<file path="src/rtl/uart_tx_serializer_pkg.sv">
// uart_pkg: shared types and constants for the UART transmitter.
// Holds the FSM state enum, line levels and a parity helper.
package uart_pkg;

   localparam int   DATA_BITS   = 8;
   localparam logic IDLE_LEVEL  = 1'b1;
   localparam logic START_LEVEL = 1'b0;

   typedef enum logic [2:0] {
      IDLE,
      START,
      DATA,
      PARITY,
      STOP
   } tx_state_t;

   // Even parity is the plain XOR; odd inverts it.
   function automatic logic parity_of(
      input logic [DATA_BITS-1:0] d,
      input logic                 odd
   );
      return (^d) ^ odd;
   endfunction

endpackage

</file>
<file path="src/rtl/uart_tx_serializer_if.sv">
// uart_tx_serializer_if: character load handshake and line outputs.
// master: XMitGo/TxData out; slave: TxEmpty/TxD/Busy/Overrun out.
interface uart_tx_serializer_if;
   import uart_pkg::*;

   logic                 XMitGo;
   logic [DATA_BITS-1:0] TxData;
   logic                 TxEmpty;
   logic                 TxD;
   logic                 Busy;
   logic                 Overrun;

   modport master (
      output XMitGo, TxData,
      input  TxEmpty, TxD, Busy, Overrun
   );

   modport slave (
      input  XMitGo, TxData,
      output TxEmpty, TxD, Busy, Overrun
   );

endinterface

</file>
<file path="src/rtl/uart_tx_serializer_timer.sv">
// uart_bit_timer: bit-period counter, bit_done pulses every CLKS_PER_BIT.
// Ports: clk, rst (sync, high), restart (zero the count), bit_done.
module uart_bit_timer #(
   parameter int CLKS_PER_BIT = 1
) (
   input  logic clk,
   input  logic rst,
   input  logic restart,
   output logic bit_done
);

   localparam int CW =
      (CLKS_PER_BIT > 1) ? $clog2(CLKS_PER_BIT) : 1;
   localparam logic [CW-1:0] LAST = CW'(CLKS_PER_BIT - 1);

   logic [CW-1:0] cnt;

   always_ff @(posedge clk) begin
      if (rst || restart) begin
         cnt <= '0;
      end else if (cnt == LAST) begin
         cnt <= '0;
      end else begin
         cnt <= cnt + CW'(1);
      end
   end

   assign bit_done = (cnt == LAST);

endmodule

</file>
<file path="src/rtl/uart_tx_serializer.sv">
// uart_tx_serializer: holding register + shifter UART transmitter.
// Ports: Enable (clock), Reset (sync, high), bus (slave modport).
module uart_tx_serializer
   import uart_pkg::*;
#(
   parameter int CLKS_PER_BIT = 1,
   parameter int PARITY_EN    = 0,
   parameter int PARITY_ODD   = 0,
   parameter int STOP_BITS    = 1
) (
   input  logic                  Enable,
   input  logic                  Reset,
   uart_tx_serializer_if.slave   bus
);

   localparam logic [2:0] LAST_IDX  = 3'(DATA_BITS - 1);
   localparam logic [2:0] LAST_STOP = 3'(STOP_BITS - 1);
   localparam logic       ODD       = (PARITY_ODD != 0);

   tx_state_t            state, state_nxt;
   logic [2:0]           idx, idx_nxt, idx_inc;
   logic [DATA_BITS-1:0] shreg, shreg_nxt;
   logic [DATA_BITS-1:0] thr, thr_nxt;
   logic                 full, full_nxt;
   logic                 txd, txd_nxt;
   logic                 ovr, ovr_nxt;
   logic                 load;
   logic                 restart;
   logic                 bit_done;

   // Timer is held at zero while idle so the start bit
   // gets a full period from the load edge.
   assign restart = (state == IDLE);

   uart_bit_timer #(
      .CLKS_PER_BIT(CLKS_PER_BIT)
   ) u_timer (
      .clk      (Enable),
      .rst      (Reset),
      .restart  (restart),
      .bit_done (bit_done)
   );

   assign idx_inc = idx + 3'd1;

   always_comb begin
      state_nxt = state;
      idx_nxt   = idx;
      shreg_nxt = shreg;
      thr_nxt   = thr;
      full_nxt  = full;
      txd_nxt   = txd;
      ovr_nxt   = 1'b0;
      load      = 1'b0;

      // A request against a full THR is dropped, including the
      // cycle in which the THR drains into the shifter.
      if (bus.XMitGo) begin
         if (full) begin
            ovr_nxt = 1'b1;
         end else begin
            thr_nxt  = bus.TxData;
            full_nxt = 1'b1;
         end
      end

      unique case (state)
         IDLE: begin
            txd_nxt = IDLE_LEVEL;
            if (full) load = 1'b1;
         end
         START: begin
            if (bit_done) begin
               state_nxt = DATA;
               idx_nxt   = 3'd0;
               txd_nxt   = shreg[0];
            end
         end
         DATA: begin
            if (bit_done) begin
               if (idx == LAST_IDX) begin
                  idx_nxt = 3'd0;
                  if (PARITY_EN != 0) begin
                     state_nxt = PARITY;
                     txd_nxt   = parity_of(shreg, ODD);
                  end else begin
                     state_nxt = STOP;
                     txd_nxt   = IDLE_LEVEL;
                  end
               end else begin
                  idx_nxt = idx_inc;
                  txd_nxt = shreg[idx_inc];
               end
            end
         end
         PARITY: begin
            if (bit_done) begin
               state_nxt = STOP;
               idx_nxt   = 3'd0;
               txd_nxt   = IDLE_LEVEL;
            end
         end
         STOP: begin
            if (bit_done) begin
               if (idx == LAST_STOP) begin
                  if (full) begin
                     load = 1'b1;
                  end else begin
                     state_nxt = IDLE;
                     txd_nxt   = IDLE_LEVEL;
                  end
               end else begin
                  idx_nxt = idx_inc;
               end
            end
         end
         default: begin
            state_nxt = IDLE;
            txd_nxt   = IDLE_LEVEL;
         end
      endcase

      // Load never coincides with acceptance: it needs THR full.
      if (load) begin
         shreg_nxt = thr;
         full_nxt  = 1'b0;
         state_nxt = START;
         idx_nxt   = 3'd0;
         txd_nxt   = START_LEVEL;
      end
   end

   always_ff @(posedge Enable) begin
      if (Reset) begin
         state <= IDLE;
         idx   <= 3'd0;
         shreg <= '0;
         thr   <= '0;
         full  <= 1'b0;
         txd   <= IDLE_LEVEL;
         ovr   <= 1'b0;
      end else begin
         state <= state_nxt;
         idx   <= idx_nxt;
         shreg <= shreg_nxt;
         thr   <= thr_nxt;
         full  <= full_nxt;
         txd   <= txd_nxt;
         ovr   <= ovr_nxt;
      end
   end

   assign bus.TxD     = txd;
   assign bus.TxEmpty = ~full;
   assign bus.Busy    = (state != IDLE);
   assign bus.Overrun = ovr;

endmodule

</file>
<file path="src/flat_wrapper.sv">
// flat-port wrapper written by rule: the top's interface ports become plain ports
module uart_tx_serializer_flat import uart_pkg::*;
#(
   parameter int CLKS_PER_BIT = 1,
   parameter int PARITY_EN    = 0,
   parameter int PARITY_ODD   = 0,
   parameter int STOP_BITS    = 1
)
  (Enable, Reset, bus_XMitGo, bus_TxData, bus_TxEmpty, bus_TxD, bus_Busy, bus_Overrun);
  uart_tx_serializer_if bus_i ();
  input  logic Enable;
  input  logic Reset;
  input wire logic [$bits(bus_i.XMitGo)-1:0] bus_XMitGo;
  input wire logic [$bits(bus_i.TxData)-1:0] bus_TxData;
  output wire logic [$bits(bus_i.TxEmpty)-1:0] bus_TxEmpty;
  output wire logic [$bits(bus_i.TxD)-1:0] bus_TxD;
  output wire logic [$bits(bus_i.Busy)-1:0] bus_Busy;
  output wire logic [$bits(bus_i.Overrun)-1:0] bus_Overrun;
  assign bus_i.XMitGo = bus_XMitGo;
  assign bus_i.TxData = bus_TxData;
  assign bus_TxEmpty = bus_i.TxEmpty;
  assign bus_TxD = bus_i.TxD;
  assign bus_Busy = bus_i.Busy;
  assign bus_Overrun = bus_i.Overrun;
  uart_tx_serializer #(.CLKS_PER_BIT(CLKS_PER_BIT), .PARITY_EN(PARITY_EN), .PARITY_ODD(PARITY_ODD), .STOP_BITS(STOP_BITS)) u_core (.Enable(Enable), .Reset(Reset), .bus(bus_i));
endmodule
</file>
<file path="config.mk">
export PLATFORM = sky130hd
export DESIGN_NAME = uart_tx_serializer_flat
export DESIGN_NICKNAME = d
export VERILOG_FILES = /design/src/rtl/uart_tx_serializer_pkg.sv /design/src/rtl/uart_tx_serializer_if.sv /design/src/rtl/uart_tx_serializer_timer.sv /design/src/rtl/uart_tx_serializer.sv /design/src/flat_wrapper.sv
export SDC_FILE = /design/constraint.sdc
export NUM_CORES = 1
export LEC_CHECK = 0
export BUFFER_PORTS_ARGS = -buffer_cell sky130_fd_sc_hd__clkbuf_2
export CORE_MARGIN = 4
export CORE_UTILIZATION = 55
export DETAILED_ROUTE_END_ITERATION = 16
export HOLD_SLACK_MARGIN = 0.08
export PLACE_DENSITY = 0.76
export SLEW_MARGIN = 20
export SYNTH_ARGS = -nofsm -noshare
export SYNTH_HDL_FRONTEND = slang
export SYNTH_SLANG_ARGS = --single-unit
</file>
<file path="constraint.sdc">
create_clock -name Enable -period 2.2 [get_ports Enable]
set_input_delay 0.44 -clock Enable [delete_from_list [all_inputs] [get_ports Enable]]
set_output_delay 0.44 -clock Enable [all_outputs]
set_load 0.05 [all_outputs]
</file>
==> results.md, run 1 <==
* Status: finished, final reports clean
* Area growth, synth to finish at 8.04%
* WL final at roughly 2100 um
* Ant. Diodes at 0
* Crit-path cells: inv_1 -> ha_1 -> or3b_4 -> a211oi_2 -> buf_4 -> mux2i_1 -> nor2_1
* Setup TNS at 0 ns
* First-pass GRT wire length at roughly 3800 um
* I/O pin cnt at 15
* Xor/xnor share of the synthesized area at 0%
* Highest achievable clock rate at ~0.52 GHz
* Ys flop type: dfxtp_1
* Initial core utilization at around three fifths
* Via count of the routed design at 874
* Largest net degree at the start of global routing at 22
* Total grt overflow at 0
* Adder-Cell Fraction of Synth Area at under 10%
* Latest clock arrival within the worst-skew pair at 0.32 ns
* Placed Cells at 162
* Synth cell types at 32
* Max FO, Critical Path at 10
* Final WS setup at approximately 0.28 ns
* Worst path required time at about 2.4 ns
* Slew Viols, Final at 0
* Top cell type's share of synthesized area at approximately 44%
* Cells after Synth at 127
* Post-synthesis sequential area ratio at approximately 44%
* Synth Area in Simple Gates at just under 20%
* Flip-flop and latch count after synthesis at 26
* Buffer levels on the longest clock path at 2
* Die H at around 54 um
* Hold Path End: u_core.bus.Overrun$_SDFF_PP0_
* CORE AREA at around 0.002 mm^2
* Die X at roughly 54 um
* Pwr dens at ~670 mW/mm^2
* Clock Skew at about 0.0015 ns
* Num CTS Buffers at 3
* Minimum clock period at 1.92 ns
* CP Launch Type: flip-flop
* Commonest cells post-synth: dfxtp_1, nor2_1, mux2i_1
* Site Rows at 16
* Placed instance area at around 0.0013 mm^2
* Slowest CP cell: or3b_4
* CP peak stage delay at roughly 0.42 ns
* Routability Congestion at 0.768
* Async set-or-reset flop fraction in the synthesized netlist at 0%
* Worst setup path startpoint: u_core.idx[0]$_SDFFE_PP0P_
* Post-synthesis mux area share at ~18%
* Worst path arrival time at roughly 2.1 ns
* Fillers at 199
* Synth warn at 0
* Flop2flop setup slack at about 0.28 ns
* Final Cell Area at ~0.0013 mm^2
* Post-DP HPWL at ~1600 um
* Antenna violation net count after detailed routing at 0
* Hold Crit Start: bus_XMitGo
* Worst R2R Path Depth at 7
* Largest family of logic cells by synthesized area: simple AND/OR/NAND/NOR gates
* Nets at between 150 and 200
* Maxcap violations at 0
* FF-to-FF Start: u_core.idx[0]$_SDFFE_PP0P_
* Die ar. at ~0.003 mm^2
* CP Capture Type: flip-flop
* Vias in the first global route at around 860
* Initial antenna violation count at 0
* Layout Cells excl Fill at 165
* Avg Inst Size Synth at around 9.3 um^2
* TritonCTS Sinks at 26
* Mapped Nets at about 140
* Final setup viols at 0
* CTS tree: yes
* Dominant cell type by area after synthesis: dfxtp_1
* Layout cells sized above 1 at 18.1%
* H-Tree Depth at 1
* Final number of hold-violating endpoints at 0
* Leakage power at about 0.52 nW
* Fin Hold WS at between 0.3 and 0.4 ns
* Mapped Area at around 0.0012 mm^2
* Clock Pin Slew Worst Setup and Hold Paths at about 0.13 ns
* Post-synth EDFFs at 0
* Resized cells post-CTS at 0
* DP Worst Slack at between 0.2 and 0.3 ns
* Worst reg2reg endpoint: u_core.shreg[4]$_SDFFE_PP0N_
* Crit Path Class: flip-flop to flip-flop
* Min-Delay Path Depth at 3
* Residual DRC at 0
* Post-synthesis compound-gate area fraction at 10.1%
* WL/cell at about 13 um
* Setup bufs post-CTS at 0
* Cts hold-fix bufs at 0
* Period utilization at between 80 and 90%
* Worst VDD drop at around 0.52 mV
* Drt pass-1 iters at 4
* Gr usage total at 17.7%
* HP Class: input port to flip-flop
* RSZ-0062 raised after global routing: false
* Port bufs at 14
* DR vias/cell at about 5.3
* Root Driver: clkbuf_4
* Cells taking the most area after synthesis: dfxtp_1, mux2i_1, nor2_1
* Initial DRC count at 8
worst max-delay path: cells and delay by family (launching register included):
kind / cells / cell delay, ns
flip-flops: 1 / 0.39
multiplexers: 1 / 0.20
AND/OR/NAND/NOR: 2 / 0.48
adder cells (fa/ha/maj): 1 / 0.19
buffers and inverters: 2 / 0.32
AO/OA/AOI/OAI: 1 / 0.23
layout by cell type, fill, tap and decap left out, drive strengths merged, types with 3 or more instances in the layout:
cell type,instances
inv,4
dfxtp,26
mux2i,19
o21ai,5
ha,3
a21oi,6
nor2,26
nand2,5
clkbuf,17
registers in the layout, indices dropped and copies added (netlist names):
name and count:
u_core.bus.Overrun 1, u_core.shreg 8, u_core.bus.TxD 1, u_core.full 1, u_core.thr 8, u_core.state 3
u_core.u_timer.cnt 1, u_core.idx 3
where the power goes:
part / switching (mW) / internal (mW) / total [mW]
clock network: 0.133 / 0.0642 / 0.197
logic: 0.0830 / 0.0580 / 0.141
registers: 0.0218 / 0.494 / 0.516
total: 0.238 / 0.616 / 0.854
through the flow:
stage	util, %	total power, mW
finish	63.8	0.854
detailed placement	62.7	0.668
global route	63.8	0.895
global placement	62.7	0.661
CTS	63.8	0.861
floorplan	-	0.635
metal layers:
metal / routed length [um] / global-route usage [%] / share of wire [%] / vias to the layer above
met5: 0 / 0 / 0 / -
met4: 27 / 6.22 / 1.3 / 0
met3: 71 / 3.27 / 3.3 / 3
met2: 1030 / 30.9 / 48 / 11
met1: 997 / 21.6 / 47 / 402
li1: - / - / - / 458
cells by family (layout without fill, tap and decap cells):
group | after synthesis | in the layout
flops | 26 | 26
compound gates | 19 | 19
other cells | 1 | 1
fa+ha+maj | 3 | 3
mux | 20 | 20
buf+inv | 12 | 23
simple gates | 46 | 46
worst max path at each step:
stage | end | slack, ns | cells after the start
6_report | u_core.shreg[4]$_SDFFE_PP0N_ | 0.28 | 7
5_1_grt | u_core.bus.TxD$_SDFFE_PP1P_ | 0.15 | 6
4_1_cts | u_core.state[1]$_SDFFE_PP0P_ | 0.27 | 7
3_5_place_dp | u_core.shreg[6]$_SDFFE_PP0N_ | 0.30 | 7
3_3_place_gp | u_core.bus.TxD$_SDFFE_PP1P_ | 0.38 | 6
2_1_floorplan | u_core.bus.TxD$_SDFFE_PP1P_ | 0.43 | 6
area by class of cell:
type	count	area, um^2	share of cell area, %
multi-input combinational	89	601	47.0
sequential	26	520	40.7
timing repair buffer	16	85.1	6.66
tap	27	33.8	2.64
clock buffer	3	22.5	1.76
inverter	4	15.0	1.18
Note: power is estimated with default switching activity, not from simulation.
==> run 2: changes to the inputs <==
--- a/config.mk
+++ b/config.mk
@@ -11,6 +11,7 @@
 export DETAILED_ROUTE_END_ITERATION = 16
 export HOLD_SLACK_MARGIN = 0.08
 export PLACE_DENSITY = 0.76
+export REMOVE_ABC_BUFFERS = 1
 export SLEW_MARGIN = 20
 export SYNTH_ARGS = -nofsm -noshare
 export SYNTH_HDL_FRONTEND = slang
==> results.md, run 2 (synthesis gave the netlist of run 1 again) <==
* Status: finished, final reports clean
* CP Capture Type: flip-flop
* WL/cell at 12.2 um (-5.7%)
* Layout cells sized above 1 at 18.7% (+0.59 points)
* RSZ-0062 raised after global routing: false
* Antenna violation net count after detailed routing at 0 (unchanged)
* Slew Viols, Final at 0 (unchanged)
* Root Driver: clkbuf_4
* Pwr dens at 661 mW/mm^2 (-1.1%)
* Logic pwr share at 16.6% (about the same)
* Die ar. at 0.00296 mm^2 (unchanged)
* Final number of hold-violating endpoints at 0 (unchanged)
* Resized cells post-CTS at 0 (unchanged)
* Clock Skew at 0.00331 ns (+0.00185 ns)
* NetSw at 232 uW (-2.3%)
* TritonCTS Sinks at 26 (unchanged)
* Crit Path Class: flip-flop to flip-flop
* Largest registers: u_core.shreg: 8 flops, u_core.thr: 8 flops
* Minimum clock period at 1.91 ns (-0.0172 ns)
* CORE AREA at 0.00200 mm^2 (unchanged)
* Total grt overflow at 0 (unchanged)
* Max FO, Critical Path at 7 (-3)
* Die X at 54.4 um (unchanged)
* Ant. Diodes at 0 (unchanged)
* Setup TNS at 0 ns (unchanged)
* Gr usage total at 17.4% (-0.35 points)
* Drt pass-1 iters at 4 (unchanged)
* First-pass GRT wire length at 3780 um (+0.19%)
* Worst setup path startpoint: u_core.idx[0]$_SDFFE_PP0P_
* Flop2flop setup slack at 0.29 ns (+0.02 ns)
* CP Launch Type: flip-flop
* Final Cell Area at 0.00128 mm^2 (+0.59%)
* Clock Pin Slew Worst Setup and Hold Paths at 0.13 ns (about the same)
* Most frequent cells in the layout: nor2_1, dfxtp_1, mux2i_1, clkbuf_2, a21oi_1
* Worst R2R Path Depth at 6 (-1)
* Nets at 155 (+0.65%)
* Latest clock arrival within the worst-skew pair at 0.31 ns (about the same)
* Worst path required time at 2.42 ns (about the same)
* Vias in the first global route at 878 (+2.7%)
* Maxcap violations at 0 (unchanged)
* Sw Share at 27.3% (-0.49 points)
* Fillers at 185 (-7.0%)
* Leakage power at 0.527 nW (+0.92%)
* WL final at 2020 um (-5.2%)
* FF-to-FF Start: u_core.idx[0]$_SDFFE_PP0P_
* Routability Congestion at 0.773 (+0.61%)
* Buffer levels on the longest clock path at 2 (unchanged)
* Cts hold-fix bufs at 0 (unchanged)
* Initial antenna violation count at 0 (unchanged)
* Sequential Power Share at 60.6% (+0.2 points)
* Worst path arrival time at 2.12 ns (about the same)
* I/O pin cnt at 15 (unchanged)
* Period utilization at 86.7% (-0.78 points)
* Num CTS Buffers at 3 (unchanged)
* Initial DRC count at 12 (+4)
* Initial core utilization at 59.1% (unchanged)
* Worst VDD drop at 0.516 mV (-1.4%)
* Residual DRC at 0 (unchanged)
* Largest net degree at the start of global routing at 21 (-4.5%)
* Via count of the routed design at 867 (-0.80%)
* Setup bufs post-CTS at 0 (unchanged)
* Highest achievable clock rate at 0.524 GHz (+0.90%)
* Die H at 54.4 um (unchanged)
* HP Class: input port to flip-flop
* H-Tree Depth at 1 (unchanged)
* Port bufs at 14 (unchanged)
* Clock power frac at 22.7% (-0.4 points)
* Site Rows at 16 (unchanged)
* CTS tree: yes
* Fin Hold WS at 0.341 ns (+0.00772 ns)
* Setup crit end: u_core.bus.TxD$_SDFFE_PP1P_
* Area growth, synth to finish at 8.68%
* Placed instance area at 0.00126 mm^2 (+0.60%)
* Worst reg2reg endpoint: u_core.bus.TxD$_SDFFE_PP1P_
* DR vias/cell at 5.22 (-1.4%)
* Post-DP HPWL at 1520 um (-5.7%)
* Pint at 617 uW (+0.16%)
* Final setup viols at 0 (unchanged)
* Min-Delay Path Depth at 3 (unchanged)
[run 2: worst min-delay path by stage]
stage / startpoint / end / slack (ns)
6_report: bus_XMitGo / u_core.bus.Overrun$_SDFF_PP0_ / 0.34
5_1_grt: bus_XMitGo / u_core.bus.Overrun$_SDFF_PP0_ / 0.36
4_1_cts: bus_XMitGo / u_core.bus.Overrun$_SDFF_PP0_ / 0.34
3_5_place_dp: u_core.bus.TxD$_SDFFE_PP1P_ / u_core.bus.TxD$_SDFFE_PP1P_ / 0.48
3_3_place_gp: u_core.idx[1]$_SDFFE_PP0P_ / u_core.idx[1]$_SDFFE_PP0P_ / 0.46
2_1_floorplan: u_core.idx[1]$_SDFFE_PP0P_ / u_core.idx[1]$_SDFFE_PP0P_ / 0.45
[run 2: stage by stage]
step                      total power, mW  utilization (%)  cells  setup WS (ns)
after floorplan                     0.622                -    119          0.163
after global placement              0.663             63.1    163          0.381
after detailed placement            0.668             63.1    163          0.289
after CTS                           0.856             64.2    166          0.269
after global routing                0.896             64.2    166          0.120
final                               0.850             64.2    166          0.293
[run 2: metal layers]
| layer | part of all wire [%] | vias to the layer above | track usage (%) |
|---|---|---|---|
| met3 | 4.3 | 3 | 3.27 |
| met2 | 47 | 13 | 29.1 |
| li1 | - | 457 | - |
| met1 | 48 | 394 | 22.2 |
| met5 | 0 | - | 0 |
| met4 | 1.1 | 0 | 6.22 |
[run 2: cell type report]
| class | count | area, um^2 | share of cell area [%] |
|---|---|---|---|
| well taps | 27 | 33.8 | 2.63 |
| multi-input cells | 89 | 601 | 46.7 |
| repair buffers | 17 | 92.6 | 7.21 |
| flip-flops and latches | 26 | 520 | 40.5 |
| clock buffers | 3 | 22.5 | 1.75 |
| inverters | 4 | 15.0 | 1.17 |
[run 2: power by group through the flow]
stage	combinational [mW]	sequential [mW]	clock [mW]
floorplan	0.0922	0.530	0
global placement	0.138	0.525	0
detailed placement	0.142	0.526	0
CTS	0.142	0.515	0.198
global route	0.157	0.520	0.220
finish	0.141	0.515	0.193
[run 2: worst max-delay path, stage by stage (launching register included)]
cell and delay, ns:
dfxtp_1 0.46, inv_1 0.07, ha_1 0.38, mux4_2 0.52, nor2b_1 0.14, nor3_1 0.16
o21ai_0 0.08
==> run 3: changes to the inputs <==
--- a/config.mk
+++ b/config.mk
@@ -6,7 +6,6 @@
 export NUM_CORES = 1
 export LEC_CHECK = 0
 export BUFFER_PORTS_ARGS = -buffer_cell sky130_fd_sc_hd__clkbuf_2
-export CORE_MARGIN = 4
 export CORE_UTILIZATION = 55
 export DETAILED_ROUTE_END_ITERATION = 16
 export HOLD_SLACK_MARGIN = 0.08
==> results.md, run 3 (synthesis gave the netlist of run 1 again) <==
* Most frequent cells in the layout: nor2_1, dfxtp_1, mux2i_1, clkbuf_2, a21oi_1
* Max FO, Critical Path at 7 (unchanged)
* Initial DRC count at 17 (+5)
* Metal-1 WL at 1000 um (+3.9%)
* Ant. Diodes at 0 (unchanged)
* Pint at 653 uW (+5.8%)
* Clock Skew at 0.0138 ns (+0.0105 ns)
* Largest net degree at the start of global routing at 22 (+4.8%)
* Antenna violation net count after detailed routing at 0 (unchanged)
* Leakage power at 0.530 nW (+0.45%)
* Flop2flop setup slack at 0.27 ns (-0.02 ns)
* Sw Share at 26.9% (-0.44 points)
* Final setup viols at 0 (unchanged)
* Latest clock arrival within the worst-skew pair at 0.32 ns (about the same)
* CORE AREA at 0.00198 mm^2 (-1.0%)
* Residual DRC at 0 (unchanged)
* Worst path top cell family by delay: multiplexers
* TritonCTS Sinks at 26 (unchanged)
* Die X at 48.4 um (-11%)
* CTS tree: yes
* Period utilization at 87.7% (+1.0 points)
* Clock Pin Slew Worst Setup and Hold Paths at 0.14 ns (about the same)
* RSZ-0062 raised after global routing: false
* Port bufs at 14 (unchanged)
* WL/cell at 12.6 um (+3.7%)
* CP Capture Type: flip-flop
* Worst R2R Path Depth at 6 (unchanged)
* Root Driver: clkbuf_4
* NetSw at 240 uW (+3.5%)
* Initial antenna violation count at 0 (unchanged)
* Pwr dens at 692 mW/mm^2 (+4.7%)
* Num CTS Buffers at 3 (unchanged)
* FF-to-FF Start: u_core.idx[0]$_SDFFE_PP0P_
* Largest registers: u_core.shreg: 8 flops, u_core.thr: 8 flops
* Via count of the routed design at 900 (+3.8%)
* Die ar. at 0.00234 mm^2 (-21%)
* Routability Congestion at 0.865 (+12%)
* Crit-path cells: inv_1 -> ha_1 -> mux4_2 -> nor2b_1 -> nor3_1 -> o21ai_0
* Buffer levels on the longest clock path at 2 (unchanged)
* CP Launch Type: flip-flop
* Status: finished, final reports clean
* Initial core utilization at 59.7% (+0.60 points)
* Drt pass-1 iters at 4 (unchanged)
* Total grt overflow at 0 (unchanged)
* Logic pwr share at 15.7% (-0.9 points)
* Cts hold-fix bufs at 0 (unchanged)
* Clock power frac at 26.6% (+3.9 points)
* Worst VDD drop at 0.644 mV (+25%)
* WL met2 at 1010 um (+7.1%)
* Area growth, synth to finish at 9.21%
* Post-DP HPWL at 1550 um (+1.9%)
* WL met3 at 55 um (-37%)
* Setup TNS at 0 ns (unchanged)
* Final Cell Area at 0.00129 mm^2 (+0.49%)
* Worst reg2reg endpoint: u_core.bus.TxD$_SDFFE_PP1P_
* Layout cells sized above 1 at 18.7% (unchanged)
* Maxcap violations at 0 (unchanged)
* DR vias/cell at 5.42 (+3.8%)
* HP Class: input port to flip-flop
* Sequential Power Share at 57.7% (-2.9 points)
* Fin Hold WS at 0.321 ns (-0.0200 ns)
* H-Tree Depth at 1 (unchanged)
* Hold Crit Start: bus_XMitGo
* DR top layer: met4
* Slew Viols, Final at 0 (unchanged)
* Worst path required time at 2.41 ns (about the same)
* Nets at 154 (-0.65%)
* Vias in the first global route at 858 (-2.3%)
* Gr usage total at 19.8% (+2.4 points)
* Placed instance area at 0.00125 mm^2 (-0.59%)
* WL final at 2090 um (+3.7%)
* Die H at 48.4 um (-11%)
* I/O pin cnt at 15 (unchanged)
* First-pass GRT wire length at 3690 um (-2.4%)
* Setup bufs post-CTS at 0 (unchanged)
* Critical path buffer and inverter count at 1 (unchanged)
* Min-Delay Path Depth at 3 (unchanged)
* Highest achievable clock rate at 0.518 GHz (-1.2%)
* Crit Path Class: flip-flop to flip-flop
* Site Rows at 16 (unchanged)
* Worst path arrival time at 2.14 ns (+0.02 ns)
* CP peak stage delay at 0.51 ns (about the same)
* Minimum clock period at 1.93 ns (+0.0228 ns)
* Final number of hold-violating endpoints at 0 (unchanged)
* Slowest CP cell: mux4_2
* Hold Path End: u_core.bus.Overrun$_SDFF_PP0_
* Power consumption at 894 uW (+5.2%)
* Resized cells post-CTS at 0 (unchanged)
==> run 3: cell count changes in the layout (fill, tap and decap cells not counted) <==
cell | previous run | this run
clkbuf_8 | 0 | 1
buf_4 | 3 | 2
==> run 3: per-stage QoR <==
stage	worst slack, ns	instances	utilization [%]
final	0.270	166	65.2
after global routing	0.149	166	65.2
after CTS	0.270	166	65.2
after detailed placement	0.288	162	63.3
after global placement	0.381	162	63.3
after floorplan	0.163	119	-
==> run 3: worst max path at each step <==
stage,depth (start not counted),slack [ns],start,end
2_1_floorplan,6,0.16,u_core.idx[0]$_SDFFE_PP0P_,u_core.state[1]$_SDFFE_PP0P_
3_3_place_gp,6,0.38,u_core.idx[0]$_SDFFE_PP0P_,u_core.bus.TxD$_SDFFE_PP1P_
3_5_place_dp,6,0.29,u_core.idx[0]$_SDFFE_PP0P_,u_core.bus.TxD$_SDFFE_PP1P_
4_1_cts,6,0.27,u_core.idx[0]$_SDFFE_PP0P_,u_core.bus.TxD$_SDFFE_PP1P_
5_1_grt,6,0.15,u_core.idx[0]$_SDFFE_PP0P_,u_core.bus.TxD$_SDFFE_PP1P_
6_report,6,0.27,u_core.idx[0]$_SDFFE_PP0P_,u_core.bus.TxD$_SDFFE_PP1P_
==> run 3: power by group through the flow <==
stage | logic, mW | clock network [mW] | registers (mW)
CTS | 0.141 | 0.238 | 0.515
floorplan | 0.0922 | 0 | 0.530
global placement | 0.136 | 0 | 0.525
finish | 0.141 | 0.238 | 0.515
detailed placement | 0.140 | 0 | 0.526
global route | 0.153 | 0.260 | 0.520
==> run 3: worst register-to-register path: cells and delay by family (launching register included) <==
kind,cells,cell delay [ns]
buf+inv,1,0.07
compound gates,1,0.09
mux,1,0.51
fa+ha+maj,1,0.37
flops,1,0.46
simple gates,2,0.32
==> run 3: layer usage <==
metal	vias to the layer above	global-route usage, %
met5	-	0
met2	15	32.9
met3	4	3.77
li1	461	-
met4	0	7.35
met1	420	25.6
==> run 3: layout make-up <==
cell class,instances,area (um^2)
Fill cell,159,691
Clock buffer,4,36.3
Tap cell,27,33.8
Multi-Input combinational cell,89,601
Inverter,4,15.0
Sequential cell,26,520
Timing Repair Buffer,16,85.1
